[config.mk]
export PLATFORM = sky130hd
export DESIGN_NAME = spi_shift_engine_flat
export DESIGN_NICKNAME = d
export VERILOG_FILES = /design/src/rtl/spi_shift_engine_if.sv /design/src/rtl/spi_shift_engine.sv /design/src/flat_wrapper.sv
export SDC_FILE = /design/constraint.sdc
export NUM_CORES = 1
export LEC_CHECK = 0
export CAP_MARGIN = 0
export CORE_MARGIN = 3
export CORE_UTILIZATION = 39
export CTS_BUF_LIST = sky130_fd_sc_hd__clkbuf_2
export CTS_CLUSTER_DIAMETER = 80
export DETAILED_ROUTE_END_ITERATION = 8
export MAX_ROUTING_LAYER = met4
export SLEW_MARGIN = 0
export SYNTH_ARGS = -nofsm -noshare
export SYNTH_HDL_FRONTEND = slang
export SYNTH_SLANG_ARGS = --single-unit
[constraint.sdc]
create_clock -name i_clk -period 3.3 [get_ports i_clk]
set_input_delay 0.33 -clock i_clk [delete_from_list [all_inputs] [get_ports i_clk]]
set_output_delay 0.33 -clock i_clk [all_outputs]
set_load 0.02 [all_outputs]
[src/rtl/spi_shift_engine_if.sv]
// Bus bundle between spi_shift_engine and its controller, clock divider and SPI slave.
interface spi_shift_engine_if;
    logic [7:0] i_data;
    logic       i_load;
    logic       o_div_start_n;
    logic       i_sclk;
    logic       i_div_idle;
    logic       i_miso;
    logic       o_mosi;
    logic       o_cs_n;
    logic [7:0] o_data;
    logic       o_valid;
    logic       o_busy;

    // Engine side of the bus.
    modport slave (
        input  i_data, i_load, i_sclk, i_div_idle, i_miso,
        output o_div_start_n, o_mosi, o_cs_n, o_data, o_valid, o_busy
    );

    // Controller / environment side of the bus.
    modport master (
        output i_data, i_load, i_sclk, i_div_idle, i_miso,
        input  o_div_start_n, o_mosi, o_cs_n, o_data, o_valid, o_busy
    );
endinterface

[src/rtl/spi_shift_engine.sv]
// SPI mode-0 byte shift engine: frames one byte under chip select, starts an
// external clock divider, shifts on detected SCLK edges and reports the
// received byte with a one-cycle valid pulse.
module spi_shift_engine #(
    parameter int unsigned CS_LEAD   = 2,
    parameter int unsigned CS_LAG    = 2,
    parameter bit          MSB_FIRST = 1'b1
) (
    input  logic           i_clk,
    input  logic           i_rst,
    spi_shift_engine_if.slave io_bus
);

    typedef enum logic [2:0] {
        S_IDLE,
        S_LEAD,
        S_START,
        S_XFER,
        S_LAG,
        S_DONE
    } state_t;

    localparam logic [3:0] LEAD_LAST = 4'(CS_LEAD - 1);
    localparam logic [3:0] LAG_LAST  = 4'(CS_LAG - 1);

    state_t     r_state;
    logic       r_sclk_q;
    logic [7:0] r_tx;
    logic [7:0] r_rx;
    logic [3:0] r_bit_cnt;
    logic [3:0] r_wait;
    logic       r_cs_n;
    logic       r_div_start_n;
    logic [7:0] r_data;
    logic       r_valid;
    logic       r_busy;

    logic       w_rise;
    logic       w_fall;
    logic [7:0] w_tx_shift;
    logic [7:0] w_rx_shift;

    // Edge detection on the divided clock and next-value shift patterns.
    always_comb begin
        w_rise     = io_bus.i_sclk & ~r_sclk_q;
        w_fall     = ~io_bus.i_sclk & r_sclk_q;
        w_tx_shift = MSB_FIRST ? {r_tx[6:0], 1'b0} : {1'b0, r_tx[7:1]};
        w_rx_shift = MSB_FIRST ? {r_rx[6:0], io_bus.i_miso} : {io_bus.i_miso, r_rx[7:1]};
    end

    // Frame sequencer; MOSI is taken straight from the tx register's outgoing
    // bit so it only moves when tx is loaded or shifted on a detected fall.
    always_ff @(posedge i_clk) begin
        if (i_rst) begin
            r_state       <= S_IDLE;
            r_sclk_q      <= 1'b0;
            r_tx          <= '0;
            r_rx          <= '0;
            r_bit_cnt     <= '0;
            r_wait        <= '0;
            r_cs_n        <= 1'b1;
            r_div_start_n <= 1'b1;
            r_data        <= '0;
            r_valid       <= 1'b0;
            r_busy        <= 1'b0;
        end else begin
            r_sclk_q <= io_bus.i_sclk;
            r_valid  <= 1'b0;
            case (r_state)
                S_IDLE: begin
                    r_cs_n        <= 1'b1;
                    r_div_start_n <= 1'b1;
                    if (io_bus.i_load) begin
                        r_tx      <= io_bus.i_data;
                        r_rx      <= '0;
                        r_bit_cnt <= '0;
                        r_wait    <= '0;
                        r_cs_n    <= 1'b0;
                        r_busy    <= 1'b1;
                        r_state   <= S_LEAD;
                    end
                end
                S_LEAD: begin
                    if (r_wait == LEAD_LAST) begin
                        r_div_start_n <= 1'b0;
                        r_state       <= S_START;
                    end else begin
                        r_wait <= r_wait + 4'd1;
                    end
                end
                S_START: begin
                    r_div_start_n <= 1'b1;
                    r_state       <= S_XFER;
                end
                S_XFER: begin
                    if (w_rise && (r_bit_cnt < 4'd8)) begin
                        r_rx      <= w_rx_shift;
                        r_bit_cnt <= r_bit_cnt + 4'd1;
                    end
                    if (w_fall && (r_bit_cnt < 4'd8)) begin
                        r_tx <= w_tx_shift;
                    end
                    // Divider idle is only trusted once all eight bits are in,
                    // which hides its start-up idle latency.
                    if ((r_bit_cnt == 4'd8) && io_bus.i_div_idle) begin
                        r_wait  <= '0;
                        r_state <= S_LAG;
                    end
                end
                S_LAG: begin
                    if (r_wait == LAG_LAST) begin
                        r_cs_n  <= 1'b1;
                        r_data  <= r_rx;
                        r_valid <= 1'b1;
                        r_state <= S_DONE;
                    end else begin
                        r_wait <= r_wait + 4'd1;
                    end
                end
                S_DONE: begin
                    r_busy  <= 1'b0;
                    r_state <= S_IDLE;
                end
                default: begin
                    r_state <= S_IDLE;
                end
            endcase
        end
    end

    assign io_bus.o_div_start_n = r_div_start_n;
    assign io_bus.o_mosi        = MSB_FIRST ? r_tx[7] : r_tx[0];
    assign io_bus.o_cs_n        = r_cs_n;
    assign io_bus.o_data        = r_data;
    assign io_bus.o_valid       = r_valid;
    assign io_bus.o_busy        = r_busy;

endmodule

[src/flat_wrapper.sv]
// flat-port wrapper written by rule: the top's interface ports become plain ports
module spi_shift_engine_flat 
#(
    parameter int unsigned CS_LEAD   = 2,
    parameter int unsigned CS_LAG    = 2,
    parameter bit          MSB_FIRST = 1'b1
)
  (i_clk, i_rst, io_bus_i_data, io_bus_i_load, io_bus_i_sclk, io_bus_i_div_idle, io_bus_i_miso, io_bus_o_div_start_n, io_bus_o_mosi, io_bus_o_cs_n, io_bus_o_data, io_bus_o_valid, io_bus_o_busy);
  spi_shift_engine_if io_bus_i ();
  input  logic i_clk;
  input  logic i_rst;
  input wire logic [$bits(io_bus_i.i_data)-1:0] io_bus_i_data;
  input wire logic [$bits(io_bus_i.i_load)-1:0] io_bus_i_load;
  input wire logic [$bits(io_bus_i.i_sclk)-1:0] io_bus_i_sclk;
  input wire logic [$bits(io_bus_i.i_div_idle)-1:0] io_bus_i_div_idle;
  input wire logic [$bits(io_bus_i.i_miso)-1:0] io_bus_i_miso;
  output wire logic [$bits(io_bus_i.o_div_start_n)-1:0] io_bus_o_div_start_n;
  output wire logic [$bits(io_bus_i.o_mosi)-1:0] io_bus_o_mosi;
  output wire logic [$bits(io_bus_i.o_cs_n)-1:0] io_bus_o_cs_n;
  output wire logic [$bits(io_bus_i.o_data)-1:0] io_bus_o_data;
  output wire logic [$bits(io_bus_i.o_valid)-1:0] io_bus_o_valid;
  output wire logic [$bits(io_bus_i.o_busy)-1:0] io_bus_o_busy;
  assign io_bus_i.i_data = io_bus_i_data;
  assign io_bus_i.i_load = io_bus_i_load;
  assign io_bus_i.i_sclk = io_bus_i_sclk;
  assign io_bus_i.i_div_idle = io_bus_i_div_idle;
  assign io_bus_i.i_miso = io_bus_i_miso;
  assign io_bus_o_div_start_n = io_bus_i.o_div_start_n;
  assign io_bus_o_mosi = io_bus_i.o_mosi;
  assign io_bus_o_cs_n = io_bus_i.o_cs_n;
  assign io_bus_o_data = io_bus_i.o_data;
  assign io_bus_o_valid = io_bus_i.o_valid;
  assign io_bus_o_busy = io_bus_i.o_busy;
  spi_shift_engine #(.CS_LEAD(CS_LEAD), .CS_LAG(CS_LAG), .MSB_FIRST(MSB_FIRST)) u_core (.i_clk(i_clk), .i_rst(i_rst), .io_bus(io_bus_i));
endmodule
==> results.py <==
metrics = {
    "global_route": {
        "grtUsageTotal": 0.152,
        "grt_pass1_wl_mm": 6.40,
        "antenna_found_initial": 0,
        "grt_max_degree": 22,
        "grt_pass1_vias": 1416,
        "grt_overflow": 0,
    },
    "synth": {
        "ys_seq_area_frac": 0.430,
        "synth_top_area_frac": 0.430,
        "avgSynthCellArea_um2": 9.17,
        "async_reset_ff_frac": 0,
        "synthesis.nets": 221,
        "synth.ff_latch_count": 40,
        "synth.area.top_cells": "dfxtp_1 (43%), nand2_1 (5.6%), mux2i_1 (4.8%)",
        "synth_area_leader_cell": "dfxtp_1",
        "synth.cell_area_mm2": 0.00186,
        "synth-edff-count": 0,
        "synth_cell_types": 51,
        "yosys_most_used_dff": "dfxtp_1",
        "yosysWarnings": 0,
        "synthCells": 203,
    },
    "clocking": {
        "cts_hold_buf": 0,
        "cts-resized-gates": 0,
        "clkSinkCount": 40,
        "cts.clk_slew.worst_paths_ns": 0.19,
        "cts_root_buffer": "clkbuf_2",
        "cts_tree": "yes",
        "post_cts_buffers": 0,
        "clk_latency_ns": 0.38,
        "numCtsBuffers": 5,
        "cts_buffer_depth": 2,
        "cts_max_level": 2,
    },
    "worst_setup_path": {
        "worst_setup_path_start_kind": "flop",
        "cp.arrival_ns": 2.37,
        "cpPeakStageDelay_ns": 0.75,
        "cp-end-kind": "flop",
        "critPathMaxFanout": 15,
        "critPathSlowestCell": "dfxtp_1",
        "cp_num_buf_inv": 1,
        "required_ns": 3.63,
        "path_class": "reg2reg",
        "crit_chain": "and3b_1 > buf_4 > and2_1 > a21oi_1 > nor3_1",
        "path_delay_family": "simple AND/OR/NAND/NOR gates",
    },
    "final_layout": {
        "nets": 242,
        "syn_to_final_growth_pct": 18.7,
        "fill_cells": 458,
        "n_antenna_cell": 0,
        "multi_input_area_um2": 956,
        "seqCellArea_um2": 801,
        "drive_gt1_frac": 0.103,
        "stdcell_area_mm2": 0.00221,
    },
    "floorplan": {
        "core-area_mm2": 0.00447,
        "io_pins": 27,
        "die_w_um": 75.1,
        "start_util": 0.416,
        "die-area_mm2": 0.00564,
        "core.rowCount": 24,
        "die_h_um": 75.1,
    },
    "place": {
        "port_buffers": 26,
        "place_area_mm2": 0.00212,
        "gp_congestion": 0.747,
        "dp_hpwl_mm": 2.32,
    },
    "sta": {
        "finalCriticalPeriod_ns": 2.05,
        "maxSlewViolCount": 0,
        "tightest_slew_ns": 0.862,
        "period_share": 0.620,
        "setup_viol": 0,
        "rsz0062_at_grt": "no",
        "relSlewSlack": 0.424,
        "finClkSkew_ns": 0.00721,
        "totalNegativeSetupSlack_ns": 0,
        "fmax_mhz": 488,
        "hold_viol": 0,
    },
    "drt": {
        "routed_wl_mm": 3.71,
        "firstDrtPassIters": 4,
        "drc_errors": 0,
        "wl_per_cell_um": 13.4,
        "vias": 1495,
        "drt-initial-drc-count": 73,
        "antenna_left": 0,
        "viasPerCell": 5.42,
    },
    "outcome": {
        "outcome": "complete, no violations",
    },
    "power": {
        "p_leak_uw": 0.000846,
        "power_density_mw_per_mm2": 454,
        "ir_drop_mv": 0.218,
    },
    "hold_path": {
        "hp-class": "reg2reg",
    },
    "flow_run": {
        "drv_cap": 0,
    },
}
[kinds of logic after synthesis]
kind of cell,Yosys count,synth area share
multiplexers,9,0.0484
buffers and inverters,19,0.0558
AND/OR/NAND/NOR,80,0.225
adder cells (fa/ha/maj),4,0.0269
flip-flops,40,0.430
XOR/XNOR,1,0.00471
AO/OA/AOI/OAI,50,0.208
[final timing paths]
kind	cells after the start	endpoint	startpoint	slack [ns]
min reg2reg	2	u_core.r_rx[7]$_SDFFE_PP0P_	u_core.r_rx[7]$_SDFFE_PP0P_	0.48
max	5	u_core.r_bit_cnt[2]$_SDFFE_PP0P_	u_core.r_state[1]$_SDFFE_PP0P_	1.25
min	2	u_core.r_rx[7]$_SDFFE_PP0P_	u_core.r_rx[7]$_SDFFE_PP0P_	0.48
max reg2reg	5	u_core.r_bit_cnt[2]$_SDFFE_PP0P_	u_core.r_state[1]$_SDFFE_PP0P_	1.25
[Yosys cell counts (3+ instances only)]
cell      count
a311oi_1      5
a22oi_1       3
nor2_1       23
nand2b_1      4
clkbuf_1      3
buf_2         8
nand2_1      28
nor3_1        3
dfxtp_1      40
ha_1          4
inv_1         3
mux2i_1       9
a21oi_1      14
nand3_1       4
nor3b_1       3
o211ai_1      9
[registers in the layout, summed over array words and instances, names as in the netlist]
register	count
u_core.r_sclk_q	1
u_core.r_tx	8
u_core.r_bit_cnt	4
u_core.io_bus.o_valid	1
u_core.io_bus.o_busy	1
u_core.io_bus.o_div_start_n	1
u_core.io_bus.o_cs_n	1
u_core.io_bus.o_data	8
u_core.r_wait	4
u_core.r_rx	8
u_core.r_state	3
[worst register-to-register path, cell delays in order, from the launching register on]
cell and delay, ns:
dfxtp_1 0.75, and3b_1 0.54, buf_4 0.27, and2_1 0.19, a21oi_1 0.08, nor3_1 0.16
[report_power, final]
| group | switching, uW | leakage (uW) | total (uW) | internal, uW |
|---|---|---|---|---|
| Combinational | 69.4 | 0.000472 | 129 | 59.2 |
| Clock | 154 | 0.0000490 | 354 | 200 |
| Sequential | 18.4 | 0.000325 | 519 | 501 |
[metal layers]
metal,wire [um],track usage
met1,1960,0.205
met2,1540,0.212
met3,186,0.0454
met4,27,0.0553
met5,0,-
[metrics by stage]
step / utilization / setup slack (ns) / hold WS (ns) / total power (uW) / cells
after floorplan: - / 1.71 / 0.431 / 620 / 203
after global placement: 0.475 / 1.25 / 0.444 / 657 / 269
after detailed placement: 0.475 / 1.23 / 0.454 / 656 / 269
after CTS: 0.494 / 1.28 / 0.458 / 1020 / 276
after global routing: 0.494 / 1.07 / 0.478 / 1050 / 276
final: 0.494 / 1.25 / 0.476 / 1000 / 276
[cells in the final DEF, fill, tap and decap left out, types with 2 or more instances in the layout]
master	n
nor2_1	23
nand2_1	28
clkbuf_2	5
bufinv_16	2
ha_1	4
nor3b_1	3
nand2b_1	4
dfxtp_1	40
a311oi_2	2
clkdlybuf4s50_1	26
nor3_1	3
mux2i_1	9
a311oi_1	5
a22oi_1	3
nor2b_1	2
buf_4	4
o211ai_1	9
inv_1	3
a21oi_1	14
o21bai_1	2
nand3_1	4
[area by class of cell]
cell class,count,share of cell area
clock buffer,5,0.0113
timing repair buffer,30,0.131
sequential,40,0.363
tap,52,0.0295
multi-input combinational,144,0.433
clock inverter,2,0.0272
inverter,3,0.00510
(Power assumes the default switching activity.)
